**src/rtl/alu_div_if.sv**
```systemverilog
// alu_div_if - start/busy/done bus between a requester and alu_div.
// ALU_DIV_SIGNED_EN adds the sign_en request bit.
interface alu_div_if #(
    parameter int WIDTH = 32
);
    logic             start;
    logic [WIDTH-1:0] dividend_h;
    logic [WIDTH-1:0] dividend_l;
    logic [WIDTH-1:0] divisor;
`ifdef ALU_DIV_SIGNED_EN
    logic             sign_en;
`endif
    logic             busy;
    logic             done;
    logic [WIDTH-1:0] quotient;
    logic [WIDTH-1:0] remainder;
    logic             div_zero;
    logic             overflow;

    modport master (
        output start, dividend_h, dividend_l, divisor,
`ifdef ALU_DIV_SIGNED_EN
        output sign_en,
`endif
        input  busy, done, quotient, remainder, div_zero, overflow
    );

    modport slave (
        input  start, dividend_h, dividend_l, divisor,
`ifdef ALU_DIV_SIGNED_EN
        input  sign_en,
`endif
        output busy, done, quotient, remainder, div_zero, overflow
    );
endinterface

```
**src/rtl/alu_div.sv**
```systemverilog
// alu_div - multi-cycle restoring divider, {dividend_h,dividend_l} / divisor.
// Define ALU_DIV_SIGNED_EN for two's-complement mode selected by sign_en.
module alu_div #(
    parameter int WIDTH = 32
) (
    input logic      clk,
    input logic      rst,
    alu_div_if.slave bus
);
    localparam int CW = $clog2(WIDTH);

    typedef enum logic [1:0] {
        IDLE,
        CALC,
        DONE
    } state_t;

    state_t           state_q, state_d;
    logic [WIDTH-1:0] r_q, r_d;
    logic [WIDTH-1:0] q_q, q_d;
    logic [WIDTH-1:0] dvs_q, dvs_d;
    logic [CW-1:0]    cnt_q, cnt_d;
    logic             sgn_q, sgn_d;
    logic             negq_q, negq_d;
    logic             negr_q, negr_d;
    logic             busy_q, busy_d;
    logic             done_q, done_d;
    logic [WIDTH-1:0] quot_q, quot_d;
    logic [WIDTH-1:0] rem_q, rem_d;
    logic             dz_q, dz_d;
    logic             ovf_q, ovf_d;

    logic [WIDTH-1:0] in_h, in_l, in_dvs;
    logic             in_sgn, in_negq, in_negr;

    logic [WIDTH:0]   rem_ext;
    logic [WIDTH-1:0] step_r, step_q;
    logic [WIDTH-1:0] lim;
    logic [WIDTH-1:0] out_quot, out_rem;
    logic             out_ovf;

`ifdef ALU_DIV_SIGNED_EN
    logic [2*WIDTH-1:0] dvd_raw, dvd_mag;

    // Operand magnitudes and result signs, taken at the accepting edge
    always_comb begin
        dvd_raw = {bus.dividend_h, bus.dividend_l};
        dvd_mag = dvd_raw;
        in_dvs  = bus.divisor;
        in_sgn  = bus.sign_en;
        in_negq = 1'b0;
        in_negr = 1'b0;
        if (bus.sign_en) begin
            if (bus.dividend_h[WIDTH-1]) begin
                dvd_mag = -dvd_raw;
            end
            if (bus.divisor[WIDTH-1]) begin
                in_dvs = -bus.divisor;
            end
            in_negr = bus.dividend_h[WIDTH-1];
            in_negq = bus.dividend_h[WIDTH-1] ^ bus.divisor[WIDTH-1];
        end
        in_h = dvd_mag[2*WIDTH-1:WIDTH];
        in_l = dvd_mag[WIDTH-1:0];
    end
`else
    // Unsigned only: operands pass straight through
    always_comb begin
        in_h    = bus.dividend_h;
        in_l    = bus.dividend_l;
        in_dvs  = bus.divisor;
        in_sgn  = 1'b0;
        in_negq = 1'b0;
        in_negr = 1'b0;
    end
`endif

    // One restoring step; compare on WIDTH+1 bits so the shifted-out bit counts
    always_comb begin
        rem_ext = {r_q, q_q[WIDTH-1]};
        step_q  = {q_q[WIDTH-2:0], 1'b0};
        step_r  = rem_ext[WIDTH-1:0];
        if (rem_ext >= {1'b0, dvs_q}) begin
            step_r    = rem_ext[WIDTH-1:0] - dvs_q;
            step_q[0] = 1'b1;
        end
    end

    // Sign fix-up and signed range check on the final step
    always_comb begin
        lim      = {1'b0, {(WIDTH-1){1'b1}}} + {{(WIDTH-1){1'b0}}, negq_q};
        out_ovf  = sgn_q && (step_q > lim);
        out_quot = negq_q ? -step_q : step_q;
        out_rem  = negr_q ? -step_r : step_r;
        if (out_ovf) begin
            out_quot = '1;
            out_rem  = '0;
        end
    end

    // Next-state: accept in IDLE/DONE, fast path or WIDTH steps in CALC
    always_comb begin
        state_d = state_q;
        r_d     = r_q;
        q_d     = q_q;
        dvs_d   = dvs_q;
        cnt_d   = cnt_q;
        sgn_d   = sgn_q;
        negq_d  = negq_q;
        negr_d  = negr_q;
        busy_d  = busy_q;
        done_d  = 1'b0;
        quot_d  = quot_q;
        rem_d   = rem_q;
        dz_d    = dz_q;
        ovf_d   = ovf_q;
        unique case (state_q)
            IDLE, DONE: begin
                state_d = IDLE;
                if (bus.start) begin
                    quot_d = '0;
                    rem_d  = '0;
                    dz_d   = 1'b0;
                    ovf_d  = 1'b0;
                    if (bus.divisor == '0) begin
                        state_d = DONE;
                        done_d  = 1'b1;
                        quot_d  = '1;
                        rem_d   = bus.dividend_l;
                        dz_d    = 1'b1;
                    end else if (in_h >= in_dvs) begin
                        state_d = DONE;
                        done_d  = 1'b1;
                        quot_d  = '1;
                        ovf_d   = 1'b1;
                    end else begin
                        state_d = CALC;
                        busy_d  = 1'b1;
                        r_d     = in_h;
                        q_d     = in_l;
                        dvs_d   = in_dvs;
                        cnt_d   = '0;
                        sgn_d   = in_sgn;
                        negq_d  = in_negq;
                        negr_d  = in_negr;
                    end
                end
            end
            CALC: begin
                r_d   = step_r;
                q_d   = step_q;
                cnt_d = cnt_q + 1'b1;
                if (cnt_q == CW'(WIDTH - 1)) begin
                    state_d = DONE;
                    busy_d  = 1'b0;
                    done_d  = 1'b1;
                    quot_d  = out_quot;
                    rem_d   = out_rem;
                    ovf_d   = out_ovf;
                end
            end
            default: begin
                state_d = IDLE;
                busy_d  = 1'b0;
            end
        endcase
    end

    // State and registered outputs; reset aborts any operation
    always_ff @(posedge clk or posedge rst) begin
        if (rst) begin
            state_q <= IDLE;
            r_q     <= '0;
            q_q     <= '0;
            dvs_q   <= '0;
            cnt_q   <= '0;
            sgn_q   <= 1'b0;
            negq_q  <= 1'b0;
            negr_q  <= 1'b0;
            busy_q  <= 1'b0;
            done_q  <= 1'b0;
            quot_q  <= '0;
            rem_q   <= '0;
            dz_q    <= 1'b0;
            ovf_q   <= 1'b0;
        end else begin
            state_q <= state_d;
            r_q     <= r_d;
            q_q     <= q_d;
            dvs_q   <= dvs_d;
            cnt_q   <= cnt_d;
            sgn_q   <= sgn_d;
            negq_q  <= negq_d;
            negr_q  <= negr_d;
            busy_q  <= busy_d;
            done_q  <= done_d;
            quot_q  <= quot_d;
            rem_q   <= rem_d;
            dz_q    <= dz_d;
            ovf_q   <= ovf_d;
        end
    end

    assign bus.busy      = busy_q;
    assign bus.done      = done_q;
    assign bus.quotient  = quot_q;
    assign bus.remainder = rem_q;
    assign bus.div_zero  = dz_q;
    assign bus.overflow  = ovf_q;
endmodule

```
**src/flat_wrapper.sv**
```systemverilog
// flat-port wrapper written by rule: the top's interface ports become plain ports
module alu_div_flat 
#(
    parameter int WIDTH = 32
)
  (clk, rst, bus_start, bus_dividend_h, bus_dividend_l, bus_divisor, bus_busy, bus_done, bus_quotient, bus_remainder, bus_div_zero, bus_overflow);
  alu_div_if #(.WIDTH(WIDTH)) bus_i ();
  input logic clk;
  input logic rst;
  input wire logic [$bits(bus_i.start)-1:0] bus_start;
  input wire logic [$bits(bus_i.dividend_h)-1:0] bus_dividend_h;
  input wire logic [$bits(bus_i.dividend_l)-1:0] bus_dividend_l;
  input wire logic [$bits(bus_i.divisor)-1:0] bus_divisor;
  output wire logic [$bits(bus_i.busy)-1:0] bus_busy;
  output wire logic [$bits(bus_i.done)-1:0] bus_done;
  output wire logic [$bits(bus_i.quotient)-1:0] bus_quotient;
  output wire logic [$bits(bus_i.remainder)-1:0] bus_remainder;
  output wire logic [$bits(bus_i.div_zero)-1:0] bus_div_zero;
  output wire logic [$bits(bus_i.overflow)-1:0] bus_overflow;
  assign bus_i.start = bus_start;
  assign bus_i.dividend_h = bus_dividend_h;
  assign bus_i.dividend_l = bus_dividend_l;
  assign bus_i.divisor = bus_divisor;
  assign bus_busy = bus_i.busy;
  assign bus_done = bus_i.done;
  assign bus_quotient = bus_i.quotient;
  assign bus_remainder = bus_i.remainder;
  assign bus_div_zero = bus_i.div_zero;
  assign bus_overflow = bus_i.overflow;
  alu_div #(.WIDTH(WIDTH)) u_core (.clk(clk), .rst(rst), .bus(bus_i));
endmodule
```
**config.mk**
```make
export PLATFORM = sky130hd
export DESIGN_NAME = alu_div_flat
export DESIGN_NICKNAME = d
export VERILOG_FILES = /design/src/rtl/alu_div_if.sv /design/src/rtl/alu_div.sv /design/src/flat_wrapper.sv
export SDC_FILE = /design/constraint.sdc
export NUM_CORES = 1
export LEC_CHECK = 0
export ABC_AREA = 1
export ABC_CLOCK_PERIOD_IN_PS = 6800
export CORE_MARGIN = 2
export CORE_UTILIZATION = 56
export DETAILED_ROUTE_END_ITERATION = 6
export PLACE_DENSITY_LB_ADDON = 0.08
export SLEW_MARGIN = 20
export SYNTH_ARGS = -nofsm -noshare
export SYNTH_HDL_FRONTEND = slang
export SYNTH_SLANG_ARGS = --single-unit
```
**constraint.sdc**
```tcl
create_clock -name clk -period 6.8 [get_ports clk]
set_clock_uncertainty 0.15 [all_clocks]
set_input_delay 1.36 -clock clk [delete_from_list [all_inputs] [get_ports clk]]
set_output_delay 1.36 -clock clk [all_outputs]
set_load 0.1 [all_outputs]
```
==> run summary, run 1 <==
status: finished, final reports clean
DRC viols: 0
drt first pass iters: 7
slew margin rel.: 28.77%
total gr overflow: 0
setup bufs post-CTS: 0
Final setup viols: 0
Reg clk slew, reported paths: 60 ps
setup slack, reg-to-reg: 3220 ps
Critical Path Fanout Max: 79
die area: 0.02210 mm^2
H-tree levels: 4
wire per inst: 17.61 um
I/O pin cnt: 167
Worst Tran Pin Value: 1068 ps
drt via density: 5.484
Initial Util: 57.54%
Final ANT Viol Nets: 0
Layout Utilization: 68.97%
highest-count cells in the layout ignoring fill and taps: nand2_1 (695), inv_1 (245), dfrtp_1 (171)
Final Wtd Congestion: 0.9304
Cells after Synth: 1,777
CP arrival: 5010 ps
post-synthesis register bit count: 171
Post-CTS Resized: 0
main area contributors after synthesis: dfrtp_1 (37%), nand2_1 (22%), inv_1 (7.9%)
final std cell area, no fill: 0.01405 mm^2
Die Y: 148.7 um
Nets: 2,065
Worst-Skew Late Latency: 440 ps
Post-Layout Cell Count: 2,183
Ys Warns: 0
Post-Syn Area: 0.01172 mm^2
Post-Route WL: 38,450 um
clk root buf: clkbuf_16
crit end category: flip-flop
Core ar.: 0.02036 mm^2
Hold WC Path Type: flip-flop to flip-flop
Global Route Usage Sum: 35.34%
number of buffers created by CTS: 17
placed insts: 2,150
hpwl dp: 28,610 um
Fmax: 0.2085 GHz
Yosys cell types: 35
RSZ-0062 raised after global routing: false
Critical Path RT: 7020 ps
setup TNS: 0 ps
Die X: 148.7 um
dpl cell area: 0.01345 mm^2
final cycle utilization of the critical path: 70.52%
Max-Cap Viols: 0
CTS sink cnt: 171
critical path class: input pin to flip-flop
area leader, netlist: dfrtp_1
largest net degree at the start of global routing: 111
synthesized net count: 1,943
share of layout cells above drive strength 1: 3.661%
sequential-to-total area share from yosys stat: 36.52%
count of pins over their slew limit: 0
TritonCTS clock tree: done
PortBufs: 166
initial antenna violation count: 1
Placement Rows: 52
DRT iter0 DRCs: 1,084
CP startpoint kind: input pin
vias in the first global route: 11,366
number of hold violations in the final report: 0
synthesis-to-layout area growth: 19.86%
most common cell after layout, fill and taps aside: nand2_1
Tmin final: 4795 ps
Yosys top cell area share: 36.52%
Max Buffers Root-to-Sink: 2
via count: 11,971
hold_buf cts: 0
Mean Syn Cell Area: 6.595 um^2
global-route wire length before repair: 60,140 um
cells in the mapped netlist:
| cell | n |
|---|---|
| nand3_1 | 131 |
| nor4_1 | 1 |
| nand3b_1 | 24 |
| nand2_4 | 1 |
| nand2_1 | 697 |
| clkbuf_1 | 40 |
| nor3_1 | 5 |
| inv_1 | 247 |
| o21bai_1 | 1 |
| buf_2 | 12 |
| nand3_2 | 1 |
| nor2_1 | 126 |
| nand2_2 | 5 |
| xnor2_1 | 12 |
| a22o_1 | 1 |
| a31oi_1 | 32 |
| nand4_1 | 16 |
| and2_1 | 3 |
| fa_1 | 1 |
| o21a_1 | 1 |
| o211ai_1 | 1 |
| buf_4 | 13 |
| inv_2 | 7 |
| nand4_2 | 1 |
| buf_1 | 4 |
| dfrtp_1 | 171 |
| a21oi_1 | 97 |
| a21o_1 | 1 |
| a21oi_2 | 1 |
| buf_6 | 4 |
| nor4_2 | 1 |
| nor2_2 | 7 |
| xor2_1 | 2 |
| o21ai_0 | 44 |
| ha_1 | 66 |
per-layer routing:
metal | vias up | GRT usage, % | share of wire (%)
li1 | 5803 | - | -
met1 | 5554 | 48.38 | 42
met2 | 544 | 55.90 | 45
met3 | 68 | 7.730 | 9.3
met4 | 2 | 12.00 | 2.7
met5 | - | 0 | 0.034
layout make-up:
| class | instances | area (um^2) |
|---|---|---|
| Sequential cell | 171 | 4279 |
| Tap cell | 270 | 337.8 |
| Fill cell | 1828 | 6319 |
| Inverter | 254 | 960.9 |
| Antenna cell | 1 | 2.502 |
| Multi-Input combinational cell | 1279 | 6137 |
| Clock inverter | 14 | 152.6 |
| Timing Repair Buffer | 176 | 1737 |
| Clock buffer | 18 | 439.2 |
critical path: stages:
cell	delay (ps)
clkdlybuf4s50_1	450
inv_1	130
ha_1	320
nand2_1	60
nor2_1	130
nand2_1	120
nor4_2	410
nand3_1	270
nand4_4	180
buf_4	500
buf_4	740
nand3_1	170
nand2_1	110
per-stage QoR:
step / worst slack (ps) / hold slack (ps)
2_1_floorplan: 658.2 / 303.0
3_3_place_gp: 1776 / 316.3
3_5_place_dp: 1725 / 322.8
4_1_cts: 2142 / 339.1
5_1_grt: 1722 / 347.7
6_report: 2005 / 337.2
cell families (layout without fill, tap and decap cells):
logic type,after synthesis,after routing,share of synthesized area [%]
xor gates and xnor gates,14,14,1.046
adders and majority gates,67,67,7.218
other,0,1,0
DFF,171,171,36.52
buffers and inverters,327,462,11.27
AOI/OAI and AO/OA,179,179,8.136
and+or+nand+nor,1019,1019,35.81
flip-flops by register name, summed over array words and instances, names as in the netlist:
name                  count
u_core.q_q               32
u_core.bus.div_zero       1
u_core.bus.busy           1
u_core.bus.done           1
u_core.state_q            2
u_core.dvs_q             32
u_core.bus.overflow       1
u_core.cnt_q              5
u_core.bus.quotient      32
u_core.r_q               32
u_core.bus.remainder     32
path summary, 6_finish.rpt:
path,from,endpoint,depth (start not counted)
worst max-delay path,bus_divisor[30],u_core.r_q[10],13
worst min-delay path,u_core.dvs_q[14],u_core.dvs_q[14],2
worst max register to register,u_core.dvs_q[6],u_core.r_q[25],18
worst min register to register,u_core.dvs_q[14],u_core.dvs_q[14],2
max in group asynchronous,rst,u_core.dvs_q[5],3
min in group asynchronous,rst,u_core.bus.quotient[7],2
Power of run 1 is not shown: default switching activity piles up to over one toggle a cycle in this logic, so the estimate is an artifact.
==> inputs of run 2 (changes only) <==
Settings changed: ABC_CLOCK_PERIOD_IN_PS 6800 to 4820.
Clock period 6.8 ns to 4.82 ns, I/O delays scaled along.
==> run summary, run 2 (synthesized netlist as in run 1, its figures left out) <==
WHS Path Cells: 2
setup bufs post-CTS: 0
die area: 0.02210 mm^2
Initial Util: 57.54%
hold_buf cts: 0
Post-CTS Resized: 0
count of pins over their slew limit: 0
I/O pin cnt: 167
CP startpoint kind: input pin
DRT iter0 DRCs: 1,140
Fmax: 0.2718 GHz
Final Wtd Congestion: 0.9820
total gr overflow: 0
hpwl dp: 29,650 um
clk root buf: clkbuf_16
Critical Path Fanout Max: 42
share of layout cells above drive strength 1: 3.908%
crit end category: flip-flop
RSZ-0062 raised after global routing: false
wire per inst: 17.74 um
via count: 12,114
Max Buffers Root-to-Sink: 2
Hold Path Origin: u_core.dvs_q[18]
Placement Rows: 52
critical path class: input pin to flip-flop
area of the multi-input gates: 0.006135 mm^2
Core ar.: 0.02036 mm^2
antenna fix cells: 0
Nets: 2,072
fillers: 1,823
drt via density: 5.534
CP arrival: 3910 ps
Critical Path RT: 5050 ps
Final setup viols: 0
Post-Route WL: 38,830 um
most common cell after layout, fill and taps aside: nand2_1
r2r endpoint: u_core.r_q[25]
crit-path most repeated cell: nand2_1
Hold WC Path Type: flip-flop to flip-flop
Die Y: 148.7 um
highest-count cells in the layout ignoring fill and taps: nand2_1 (696), inv_1 (245), dfrtp_1 (171)
delay of the slowest critical-path stage: 460 ps
setup TNS: 0 ps
global-route wire length before repair: 60,730 um
Worst Tran Pin Value: 1018 ps
Reg clk slew, reported paths: 80 ps
DRC viols: 0
H-tree levels: 4
CTS sink cnt: 171
worst reg2reg path depth: 14
slew margin rel.: 31.90%
largest net degree at the start of global routing: 96
Max-Cap Viols: 0
number of buffers created by CTS: 17
number of hold violations in the final report: 0
Tmin final: 3680 ps
Die X: 148.7 um
setup slack, reg-to-reg: 1390 ps
PortBufs: 166
status: finished, final reports clean
Reg area: 0.004279 mm^2
vias in the first global route: 11,622
initial antenna violation count: 0
CP Cell Sequence: clkdlybuf4s50_1, inv_1, ha_1, a21oi_1, o21ai_0, nand2_1, o211ai_1, nor2_1, nand4_4, nand2_2, buf_4, nand2_1, nand2_1
TritonCTS clock tree: done
drt first pass iters: 6
Final ANT Viol Nets: 0
Worst path slowest cell: clkdlybuf4s50_1
Worst Hold Endpoint: u_core.dvs_q[18]
Global Route Usage Sum: 35.66%
Worst-Skew Late Latency: 450 ps
synthesis-to-layout area growth: 20.37%
final cycle utilization of the critical path: 76.34%
r2r startpoint: u_core.dvs_q[19]
[run 2: cell types whose count changed in the layout (fill, tap and decap cells not counted), sizes merged]
cell / delta
buf: +7
clkinv: -1
diode: -1
inv: +1
[run 2: routing by layer]
metal  vias up  global-route usage [%]  share of wire [%]
met5         -                       0                  0
met4         0                   16.19                4.3
met3        89                   7.331                9.2
met2       594                   54.24                 44
met1      5610                   49.28                 42
li1       5821                       -                  -
[run 2: cell type report]
class	count	area share, %
tap	270	2.395
timing repair buffer	183	12.86
sequential	171	30.34
clock buffer	18	3.042
inverter	254	6.803
multi-input combinational	1279	43.49
clock inverter	14	1.073
[run 2: metrics by stage]
step	worst slack, ps	cell area [um^2]	std cells	util (%)	hold slack, ps
5_1_grt	993.5	14110	2189	69.27	361.4
6_report	1140	14110	2189	69.27	336.2
2_1_floorplan	1523	11720	1777	-	303.0
4_1_cts	1244	14110	2189	69.27	339.5
3_3_place_gp	827.2	13530	2157	66.42	316.3
3_5_place_dp	799.8	13530	2157	66.42	322.6
[run 2: how the worst max path moves through the flow]
stage | slack [ps] | endpoint | from | depth (start not counted)
floorplan | 1520 | u_core.bus.busy | rst | 1
global placement | 830 | u_core.dvs_q[11] | bus_divisor[30] | 12
detailed placement | 800 | u_core.q_q[17] | bus_divisor[25] | 13
CTS | 1240 | u_core.r_q[21] | bus_divisor[30] | 12
global route | 990 | u_core.r_q[24] | bus_divisor[30] | 12
finish | 1140 | u_core.q_q[17] | bus_divisor[25] | 13
[run 2: critical path: cells and delay by family]
kind / cells / cell delay (ps)
buffers and inverters: 3 / 980
AND/OR/NAND/NOR: 6 / 1230
adder cells (fa/ha/maj): 1 / 330
AO/OA/AOI/OAI: 3 / 390
Power of run 2 is left out for the same reason.
==> inputs of run 3 (changes only) <==
Settings changed: ABC_CLOCK_PERIOD_IN_PS 4820 to 3250, CORE_UTILIZATION 56 to 51.
Clock period 4.82 ns to 3.25 ns, I/O delays scaled along.
==> run summary, run 3 (synthesized netlist as in run 1, its figures left out) <==
status: finished, final reports clean
Max Buffers Root-to-Sink: 2
DRT iter0 DRCs: 1,164
Max-Cap Viols: 0
Die Y: 155.6 um
Final Wtd Congestion: 0.9466
CP arrival: 3150 ps
crit-path most repeated cell: nand2_1
clk root buf: clkbuf_16
Tmin final: 2960 ps
CP Cell Sequence: clkdlybuf4s50_1, inv_1, ha_1, nand2_1, nor2_1, nand2_1, nor4_2, buf_4, nand3_1, nand4_4, buf_12, nand2_1, o21ai_0
Final ANT Viol Nets: 0
Buf/Inv on CP: 4
Post-Layout Cell Count: 2,216
Fin Hold WS: 339.0 ps
CP startpoint kind: input pin
initial antenna violation count: 0
Worst Slack Setup Final: 289.8 ps
vias in the first global route: 11,328
area of the multi-input gates: 0.006140 mm^2
Placement Rows: 55
via count: 11,980
number of buffers created by CTS: 17
Post-CTS Resized: 0
Reg area: 0.004279 mm^2
synthesis-to-layout area growth: 20.80%
delay-heaviest family, CP: buffers and inverters
Layout Utilization: 62.72%
wire per inst: 18.03 um
Final setup viols: 0
crit end category: flip-flop
hold_buf cts: 0
Hold WC Path Type: flip-flop to flip-flop
Fmax: 0.3378 GHz
Critical Path RT: 3440 ps
pre-CTS worst setup slack: -140.2 ps
number of hold violations in the final report: 0
TritonCTS clock tree: done
drt via density: 5.406
RSZ-0062 raised after global routing: false
placed insts: 2,185
fillers: 2,156
PortBufs: 166
setup bufs post-CTS: 0
Core ar.: 0.02257 mm^2
highest-count cells in the layout ignoring fill and taps: nand2_1 (696), inv_1 (245), dfrtp_1 (171)
antenna fix cells: 0
Initial Util: 51.92%
Global Route Usage Sum: 33.40%
critical path class: input pin to flip-flop
Worst-Skew Late Latency: 450 ps
most common cell after layout, fill and taps aside: nand2_1
Nets: 2,085
global-route wire length before repair: 62,290 um
delay of the slowest critical-path stage: 460 ps
I/O pin cnt: 167
Reg clk slew, reported paths: 80 ps
Post-Route WL: 39,950 um
DRC viols: 0
largest net degree at the start of global routing: 86
CTS sink cnt: 171
Worst path slowest cell: clkdlybuf4s50_1
H-tree levels: 4
final cycle utilization of the critical path: 91.08%
Critical Path Fanout Max: 66
die area: 0.02421 mm^2
count of pins over their slew limit: 0
hpwl dp: 30,670 um
Die X: 155.6 um
slew margin rel.: 46.50%
drt first pass iters: 6
Worst Tran Pin Value: 802.6 ps
total gr overflow: 0
share of layout cells above drive strength 1: 8.079%
## run 3: final cells by class
cell class              count  share of cell area, %
well taps                 285                  2.519
clock inverters            14                  1.087
clock buffers              17                  3.005
inverters                 254                  6.779
multi-input cells        1279                  43.37
repair buffers            196                  13.01
flip-flops and latches    171                  30.23
## run 3: tightest hold or removal path, cell delays in order, from the launching register on
cell     delay, ps
dfrtp_1        340
nand2_1         50
o21ai_0         60
## run 3: layer usage
metal  share of wire, %  vias up  track usage [%]
met1                 44     5582            46.97
met2                 44      497            51.94
met3                8.2       69            6.250
met5                  0        -                0
li1                   -     5832                -
met4                3.2        0            11.53
## run 3: through the flow
stage | setup TNS (ps) | instance area (um^2)
2_1_floorplan | 0 | 11720
3_3_place_gp | -95.54 | 13580
3_5_place_dp | -1462 | 13580
4_1_cts | 0 | 14160
5_1_grt | 0 | 14160
6_report | 0 | 14160
## run 3: final timing paths
check / startpoint / slack, ps / endpoint / cells past startpoint
setup / recovery: bus_divisor[30] / 290 / u_core.dvs_q[24] / 13
hold / removal: u_core.dvs_q[2] / 340 / u_core.dvs_q[2] / 2
setup reg to reg: u_core.r_q[22] / 300 / u_core.r_q[24] / 15
hold reg to reg: u_core.dvs_q[2] / 340 / u_core.dvs_q[2] / 2
max in group asynchronous: rst / 1730 / u_core.dvs_q[3] / 3
min in group asynchronous: rst / 530 / u_core.bus.quotient[7] / 2
Power of run 3 is left out for the same reason.
